<file path="src/rtl/conv_stream_ctrl.sv">
// Sequencing controller: streams a WIDTH x HEIGHT image from pixel memory into conv_buffer
// once per filter, clearing the buffer between passes and tagging each emitted window.
module conv_stream_ctrl #(
    parameter int WIDTH         = 28,
    parameter int HEIGHT        = 28,
    parameter int DATA_BITS     = 8,
    parameter int FILTER_SIZE   = 5,
    parameter int NUM_FILTERS   = 6,
    parameter int ADDR_BITS     = 10,
    parameter int DRAIN_TIMEOUT = 64
) (
    input  logic                 clk,
    input  logic                 rst,
    input  logic                 start,
    input  logic                 hold,
    output logic                 busy,
    output logic                 done,
    output logic                 err,
    output logic                 mem_rd_en,
    output logic [ADDR_BITS-1:0] mem_addr,
    input  logic [DATA_BITS-1:0] mem_rd_data,
    output logic                 buf_clr,
    output logic                 buf_in_val,
    output logic [DATA_BITS-1:0] buf_data,
    input  logic                 buf_valid,
    output logic                 win_valid,
    output logic [7:0]           win_row,
    output logic [7:0]           win_col,
    output logic [7:0]           filter_idx
);
    localparam int OUT_W    = WIDTH - FILTER_SIZE + 1;
    localparam int OUT_H    = HEIGHT - FILTER_SIZE + 1;
    localparam int NWIN     = OUT_W * OUT_H;
    localparam int NPIX     = WIDTH * HEIGHT;
    localparam int CNT_BITS = $clog2(NWIN + 1);
    localparam int TO_BITS  = $clog2(DRAIN_TIMEOUT + 1);

    typedef enum logic [2:0] {
        S_IDLE,
        S_CLEAR,
        S_STREAM,
        S_DRAIN,
        S_NEXT,
        S_DONE
    } state_t;

    state_t               state, state_nx;
    logic [ADDR_BITS-1:0] pixel_cnt;
    logic [CNT_BITS-1:0]  win_cnt;
    logic [TO_BITS-1:0]   timeout_cnt;
    logic                 in_window;
    logic                 win_adv;
    logic                 last_read;
    logic                 drain_full;
    logic                 timeout_hit;

    // Return path is a pure wire; memory latency alone lines data up with buf_in_val.
    assign buf_data = mem_rd_data;
    assign mem_addr = pixel_cnt;

    always_comb begin
        state_nx    = state;
        mem_rd_en   = 1'b0;
        buf_clr     = 1'b0;
        done        = 1'b0;
        busy        = 1'b0;
        in_window   = (state == S_STREAM) || (state == S_DRAIN);
        win_valid   = in_window && buf_valid;
        // Counting stops at NWIN so stray valids cannot push the row past the last one.
        win_adv     = win_valid && (win_cnt < CNT_BITS'(NWIN));
        last_read   = (state == S_STREAM) && !hold && (pixel_cnt == ADDR_BITS'(NPIX - 1));
        drain_full  = (win_cnt == CNT_BITS'(NWIN)) ||
                      (win_adv && (win_cnt == CNT_BITS'(NWIN - 1)));
        timeout_hit = !buf_valid && (timeout_cnt == TO_BITS'(DRAIN_TIMEOUT - 1));

        case (state)
            S_IDLE: begin
                if (start) state_nx = S_CLEAR;
            end
            S_CLEAR: begin
                busy     = 1'b1;
                buf_clr  = 1'b1;
                state_nx = S_STREAM;
            end
            S_STREAM: begin
                busy      = 1'b1;
                mem_rd_en = !hold;
                if (last_read) state_nx = S_DRAIN;
            end
            S_DRAIN: begin
                busy = 1'b1;
                if (drain_full)       state_nx = S_NEXT;
                else if (timeout_hit) state_nx = S_DONE;
            end
            S_NEXT: begin
                busy = 1'b1;
                if (filter_idx == 8'(NUM_FILTERS - 1)) state_nx = S_DONE;
                else                                   state_nx = S_CLEAR;
            end
            S_DONE: begin
                done     = 1'b1;
                state_nx = S_IDLE;
            end
            default: state_nx = S_IDLE;
        endcase
    end

    always_ff @(posedge clk) begin
        if (rst) state <= S_IDLE;
        else     state <= state_nx;
    end

    always_ff @(posedge clk) begin
        if (rst) begin
            pixel_cnt   <= '0;
            win_cnt     <= '0;
            timeout_cnt <= '0;
            win_row     <= '0;
            win_col     <= '0;
            filter_idx  <= '0;
            err         <= 1'b0;
            buf_in_val  <= 1'b0;
        end else begin
            buf_in_val <= mem_rd_en;
            case (state)
                S_IDLE: begin
                    if (start) begin
                        filter_idx <= '0;
                        err        <= 1'b0;
                    end
                end
                S_CLEAR: begin
                    pixel_cnt   <= '0;
                    win_cnt     <= '0;
                    timeout_cnt <= '0;
                    win_row     <= '0;
                    win_col     <= '0;
                end
                S_STREAM: begin
                    if (!hold) pixel_cnt <= pixel_cnt + 1'b1;
                end
                S_DRAIN: begin
                    if (buf_valid) timeout_cnt <= '0;
                    else           timeout_cnt <= timeout_cnt + 1'b1;
                    if (timeout_hit && !drain_full) err <= 1'b1;
                end
                S_NEXT: begin
                    if (filter_idx != 8'(NUM_FILTERS - 1)) filter_idx <= filter_idx + 1'b1;
                end
                default: ;
            endcase

            // Tags describe the window presented this cycle and step after it.
            if (win_adv) begin
                win_cnt <= win_cnt + 1'b1;
                if (win_col == 8'(OUT_W - 1)) begin
                    win_col <= '0;
                    if (win_row != 8'(OUT_H - 1)) win_row <= win_row + 1'b1;
                end else begin
                    win_col <= win_col + 1'b1;
                end
            end
        end
    end
endmodule
</file>
<file path="config.mk">
export PLATFORM = sky130hd
export DESIGN_NAME = conv_stream_ctrl
export DESIGN_NICKNAME = d
export VERILOG_FILES = /design/src/rtl/conv_stream_ctrl.sv
export SDC_FILE = /design/constraint.sdc
export NUM_CORES = 1
export LEC_CHECK = 0
export CAP_MARGIN = 20
export CORE_MARGIN = 5
export CORE_UTILIZATION = 56
export DETAILED_ROUTE_END_ITERATION = 8
export PLACE_DENSITY_LB_ADDON = 0.15
export SLEW_MARGIN = 10
export SYNTH_ARGS = -nofsm -noshare
export SYNTH_HDL_FRONTEND = slang
export SYNTH_SLANG_ARGS = --single-unit
</file>
<file path="constraint.sdc">
create_clock -name clk -period 2.8 [get_ports clk]
set_input_delay 0.28 -clock clk [delete_from_list [all_inputs] [get_ports clk]]
set_output_delay 0.28 -clock clk [all_outputs]
set_load 0.01 [all_outputs]
</file>
Yosys cells after proc, flatten, opt, wreduce, memory -nomap -nowiden. Index checks and enable logic that the tools add are counted.

$add $sub $neg: 6. Order comparisons: 1. Equality and inequality tests: 19. Mux-type cells: 29. Reduce and logical (&&, ||, !) cells: 23.

Operators by type and width (number): 2-to-1 mux 8 bit (9); == test 10 bit, second input constant (3); 2-to-1 mux 10 bit (3); adder 8 x 1 -> 8 bit, second input constant (3); adder 10 x 1 -> 10 bit, second input constant (2); one-hot mux 10 bit (2 select lines) (1); one-hot mux 8 bit (2 select lines) (1); 2-to-1 mux 3 bit (5); one-hot mux 3 bit (5 select lines) (1); one-hot mux 7 bit (2 select lines) (1); less-than comparator 10 bit, second input constant (1); nonzero test 2 bit (5); AND reduction 3 bit (3); == test 8 x 3 -> 1 bit, second input constant (1); == test 8 x 5 -> 1 bit, second input constant (1); inequality test 2 bit, second input constant (4); inequality test 8 x 3 -> 1 bit, second input constant (1); inequality test 8 x 5 -> 1 bit, second input constant (1); adder 7 x 1 -> 7 bit, second input constant (1); == test 7 x 6 -> 1 bit, second input constant (1); logical AND 1 bit (7); 2-to-1 mux 7 bit (1); == test 3 x 2 -> 1 bit, second input constant (2); == test 3 bit, second input constant (2); other kinds (10) (18).

Flip-flop bits (word level): 56. Input port bits: 13. Output and inout port bits: 49.

Depth between registers and ports, before layout.
Word-level depth: 10. Gate-level depth with buffers: 8. Mapped depth without buffers: 6.

Least setup slack after synthesis. No wires, ideal clock.

Kind: flip-flop to flip-flop. Start: reg win_col[0]. End: reg win_row[6]. Arrival: 1.811 ns. Path slack: 0.919 ns. Cell stages (with the launch flop): 7. Cell sequence: dfxtp_1 ha_1 nor4bb_1 nand4_1 clkbuf_1 or3_1 a21oi_1.

Cells in the longest elaborated chain, start to end: 3.

Ends and longest elaborated chain: start: declaration (RTL line 28) `output logic [7:0] win_col,`; start signal: assignment (RTL line 160) `win_col <= win_col + 1'b1;`; == test 8 x 5 -> 1 bit (RTL line 156) `if (win_col == 8'(OUT_W - 1)) begin`; 2-to-1 mux 8 bit (RTL line 156); 2-to-1 mux 8 bit (RTL line 154) `if (win_adv) begin`; end signal: assignment (RTL line 158) `if (win_row != 8'(OUT_H - 1)) win_row <= win_row + 1'b1;`; end: declaration (RTL line 27) `output logic [7:0] win_row,`.

Every way passes these cells. A chain may end at the register's enable or synchronous reset.

Worst setup path after layout.
Start: reg state[2]. End: out buf_clr.

Cells in the longest elaborated chain, start to end: 2.

Ends and longest elaborated chain: start: declaration (RTL line 47) `state_t state, state_nx;`; start signal: assignment (RTL line 110) `else state <= state_nx;`; == test 3 x 1 -> 1 bit (RTL line 76) `case (state)`; 2-to-1 mux 1 bit (RTL line 76); end: declaration (RTL line 22) `output logic buf_clr,`.

Every way passes these cells.

==> metrics.cfg <==
[run_status]
status=finished, final reports clean

[worst_hold_path]
hp-start=err
hp-class=reg2reg

[timing]
hold_ws_ps=489
timing.fmax_mhz=409
worst_slew_pin_slew_ps=585
setup_viol=0
skew_ps=8.96
setup_tns_ps=0
drv_slew=0
hold_viol=0
rsz0062_at_grt=no
finalCritPeriodShare=0.873
maxSlewHeadroom=0.610
period_minus_slack_ps=2440

[flow_run]
max-cap-violations=0

[global_routing]
grt_pass1_wl_um=12200
grt_max_degree=43
grt.overflow.total=0
grt_pass1_vias=2733
grt.total_usage=0.200
antenna_found_initial=0

[clocking]
cts_tree=done
clockBufferDepth=2
clkTransAtPathRegs_ps=90
post_cts_resized=0
insertion_delay_ps=300
cts_hold_buf=0
cts_root_buffer=clkbuf_8
cts-htree-levels=2
cts_buffers=5
cts.sinks=56
post-cts-setup-buffer-count=0

[layout]
layout_common_cells=dfxtp_1 (56), clkdlybuf4s50_1 (45), nand2_1 (35), a21oi_1 (34), nand3_1 (25)
multi_input_area_mm2=0.00177
nets=428
final_util=0.661
fill_cells=462
area_delta_synth_final_pct=16.5
design_area_mm2=0.00359
final_common_cell=dfxtp_1
drive_gt1_frac=0.0564
regArea_mm2=0.00112
diodes=0

[detailed_routing]
postRouteAntennaNets=0
dr.pass1.iters=4
initialDrtViolationCount=144
vias=2938
drc=0
drt-total-wl_um=7100
wl_per_cell_um=14.8
via_per_inst=6.12

[setup_path]
start_kind=flip-flop
required_ps=2520
cp-end-kind=output pin
startpoint=state[2]
cp_max_fo=19
worstSetupPathType=reg2out
path_cells=nor2b_1 -> nand2b_1 -> inv_1 -> clkdlybuf4s50_1
slowest_stage=clkdlybuf4s50_1
slowest_delay_ps=590
r2r_start=win_col[0]
cp.arrival_ps=2160

[floorplan]
core_area_mm2=0.00544
die_y_um=84.2
die_w_um=84.2
start_util=0.567
core.rowCount=27
dieArea_mm2=0.00709
ios=62

[synthesis]
yosysWarnings=0
synth_edf_count=0
syn_inst=378
syn_area_per_cell_um2=8.16
synthFlopType=dfxtp_1
async_flop_share=0
ys_ff_latch=56
synth_cell_types=56
syn_nets=399
yosysSeqAreaShare=0.363
syn-cell-area_mm2=0.00309

[pwr]
ir_drop_v=0.000203
power_density_mw_per_mm2=416
p_leak_nw=1.13

[placement]
place_hpwl_um=5030
dpl_cell_area_mm2=0.00350
port_buffers=45
gp_congestion=0.844

[path summary, 6_finish.rpt]
kind | end | slack [ps] | depth (start not counted)
setup reg to reg | win_row[4] | 480 | 5
hold reg to reg | err | 490 | 2
setup / recovery | buf_clr | 360 | 4
hold / removal | err | 490 | 2
[critical path: cells and delay by family, from the launching register on]
kind,cells,cell delay [ps]
flops,1,500
simple gates,2,550
buf+inv,2,810
[state kept, by name, indices dropped and copies added, names as in the netlist]
register	count
mem_addr	10
win_cnt	10
filter_idx	8
win_col	8
win_row	8
timeout_cnt	7
state	3
buf_in_val	1
err	1
[logic make-up after synthesis]
logic type / synth area share
simple gates: 0.318
compound gates: 0.191
flops: 0.363
buf+inv: 0.0625
xor+xnor: 0.0227
fa+ha+maj: 0.0324
mux: 0.0101
[Yosys cell counts, types with 5 or more instances]
cell type / instances / share of area
nor2_1: 23 / 0.028
ha_1: 8 / 0.032
nand3_1: 25 / 0.041
o31ai_1: 9 / 0.022
nand2_1: 35 / 0.043
a21oi_1: 34 / 0.055
inv_1: 11 / 0.013
or3_1: 11 / 0.022
and3_1: 7 / 0.014
clkbuf_1: 10 / 0.012
or4_1: 11 / 0.027
o211ai_1: 5 / 0.012
xnor2_1: 6 / 0.017
nand3b_1: 5 / 0.012
dfxtp_1: 56 / 0.36
nand2b_1: 7 / 0.014
a311oi_1: 6 / 0.017
o21ai_0: 11 / 0.018
buf_4: 8 / 0.019
nor3_1: 8 / 0.013
nor4_1: 5 / 0.010
nand4_1: 9 / 0.018
[metrics by stage]
stage | worst slack [ps] | std cells | power [mW]
floorplan | 919 | 378 | 1.01
global placement | 441 | 472 | 1.06
detailed placement | 347 | 472 | 1.06
CTS | 374 | 480 | 1.51
global route | 195 | 480 | 1.57
finish | 357 | 480 | 1.49
[routing by layer]
| metal | share of wire | up-vias | track usage | wire length [µm] |
|---|---|---|---|---|
| met5 | 0 | - | 0 | 0 |
| met4 | 0.010 | 0 | 0.0570 | 71 |
| met3 | 0.061 | 7 | 0.0530 | 432 |
| met2 | 0.47 | 92 | 0.329 | 3340 |
| met1 | 0.46 | 1366 | 0.258 | 3260 |
| li1 | - | 1473 | - | - |
[cell type report]
type	instances	area share
inverters	11	0.0115
clock buffers	8	0.0251
repair buffers	49	0.134
flip-flops and latches	56	0.312
well taps	72	0.0251
multi-input cells	284	0.493
[power by group]
group	internal, mW	switching (mW)	total (mW)
Sequential	0.805	0.0141	0.819
Combinational	0.0804	0.148	0.229
Clock	0.202	0.244	0.447
Total	1.09	0.407	1.49
Power figures use the tool's default switching activity.
==> RTL edit, RTL diff (same flow settings) <==
Make the reset (`rst`) asynchronous in 2 clocked blocks.
--- a/src/rtl/conv_stream_ctrl.sv
+++ b/src/rtl/conv_stream_ctrl.sv
@@ -105,12 +105,12 @@
         endcase
     end
 
-    always_ff @(posedge clk) begin
+    always_ff @(posedge clk or posedge rst) begin
         if (rst) state <= S_IDLE;
         else     state <= state_nx;
     end
 
-    always_ff @(posedge clk) begin
+    always_ff @(posedge clk or posedge rst) begin
         if (rst) begin
             pixel_cnt   <= '0;
             win_cnt     <= '0;
Behaviour: differs if rst is asserted again (counterexample within 4 cycles, from zero or initial values and one cycle with rst high); with rst held inactive, the same outputs for 10 cycles.
==> RTL edit against the unedited design <==
  * Via count fell by 6.8%
  * Total power rose by 32%
  * Area after synthesis rose by 2.9%
  * Wire length fell by 0.45%
  * Setup slack got worse by 0.063 ns
  * Cell area rose by 5.2%
  * Maximum frequency fell by 2.5%
  * Sequential cell count did not move
  * Largest cell class unchanged
  * Largest power group unchanged
  * Highest routed layer unchanged
==> RTL edit: results (changes against the unedited design) <==
Outcome
  • Status: finished clean (unchanged)

Critical path
  • Critical path's slowest cell: or3b_2 (was clkdlybuf4s50_1)
  • Crit-path max cell delay: 0.63 ns (was 0.59 ns)
  • Critical path origin: state[0] (was state[2])

GRT
  • First-pass GRT wire length: 12200 um (about the same)
  • GR Util met3: 0.0388 (was 0.0530)
  • Largest net degree at the start of global routing: 29 (was 43)
  • Overall Global Routing Usage: 0.203 (was 0.200)
  • Met2 usage: 0.340 (was 0.329)

Pwr
  • Combinational group share of total power: 0.211 (was 0.153)
  • Maximum VDD drop: 0.000364 V (was 0.000203 V)
  • P_seq: 1.02 mW (was 0.819 mW)
  • Pleak: 1.62 nW (was 1.13 nW)
  • Tot Pwr: 1.98 mW (was 1.49 mW)

Yosys
  • Synth async-reset ratio: 1.00 (was 0)
  • Net Count, Synth: 361 (was 399)
  • Post-synth top cells: 56 x dfrtp_1, 33 x nand2_1, 28 x o21ai_0 (was 56 x dfxtp_1, 35 x nand2_1, 34 x a21oi_1)
  • Avg Cell Area, Syn: 9.34 sq um (was 8.16 sq um)
  • Post-synth cell types: 61 (was 56)
  • Predominant post-synthesis flop cell: dfrtp_1 (was dfxtp_1)
  • Post-synthesis sequential area ratio: 0.441 (was 0.363)
  • Top post-synthesis cells by area: dfrtp_1 44%, o21ai_0 4.4%, nand2_1 3.9% (was dfxtp_1 36%, a21oi_1 5.5%, nand2_1 4.3%)

Min path
  • Hold crit path type: input port to async pin (was flop to flop)

STA
  • Final setup skew: 0.00587 ns (was 0.00896 ns)
  • Fin worst setup slack: 0.294 ns (was 0.357 ns)
  • Slew @ Worst Pin: 0.600 ns (was 0.585 ns)

Placement
  • Setup WS pre-CTS: 0.561 ns (was 0.347 ns)
  • Post-DP HPWL: 5190 um (was 5030 um)
  • Area of placed instances: 3670 sq um (was 3500 sq um)

Final layout
  • Share of cells above drive strength 1: 0.0833 (was 0.0564)
  • Ant diodes: 0 (unchanged)
  • Fillcell total: 439 (was 462)
  • Fin nets: 404 (was 428)

Drt
  • Routed met3 length: 374 um (was 432 um)
  • Routed WL: 7070 um (was 7100 um)
  • WL met1: 3190 um (was 3260 um)
  • DRT iter0 DRCs: 154 (was 144)
  • Routed length on met2: 3390 um (was 3340 um)
  • Routed len/inst: 15.5 um (was 14.8 um)

Floorplanning
  • Core area: 5510 sq um (was 5440 sq um)
[RTL edit: worst paths after layout]
check,end,cells after the start,slack [ns]
setup / recovery,buf_clr,3,0.29
hold / removal,mem_addr[7],2,0.33
setup reg to reg,win_col[7],4,0.73
hold reg to reg,timeout_cnt[2],1,0.53
max in group asynchronous,win_cnt[9],3,1.84
min in group clk,timeout_cnt[2],1,0.53
[RTL edit: layout make-up]
| type | count | area, sq um | share of cell area |
|---|---|---|---|
| flip-flops and latches | 56 | 1400 | 0.371 |
| well taps | 72 | 90.1 | 0.0238 |
| clock inverters | 3 | 42.5 | 0.0113 |
| repair buffers | 54 | 518 | 0.137 |
| multi-input cells | 251 | 1600 | 0.424 |
| clock buffers | 5 | 68.8 | 0.0182 |
| inverters | 15 | 56.3 | 0.0149 |
[RTL edit: cells by family after synthesis]
kind of cell,share of synthesized area
DFF,0.441
AOI/OAI and AO/OA,0.154
and+or+nand+nor,0.255
buffers and inverters,0.0540
muxes,0.0260
adders and majority gates,0.0315
xor gates and xnor gates,0.0386
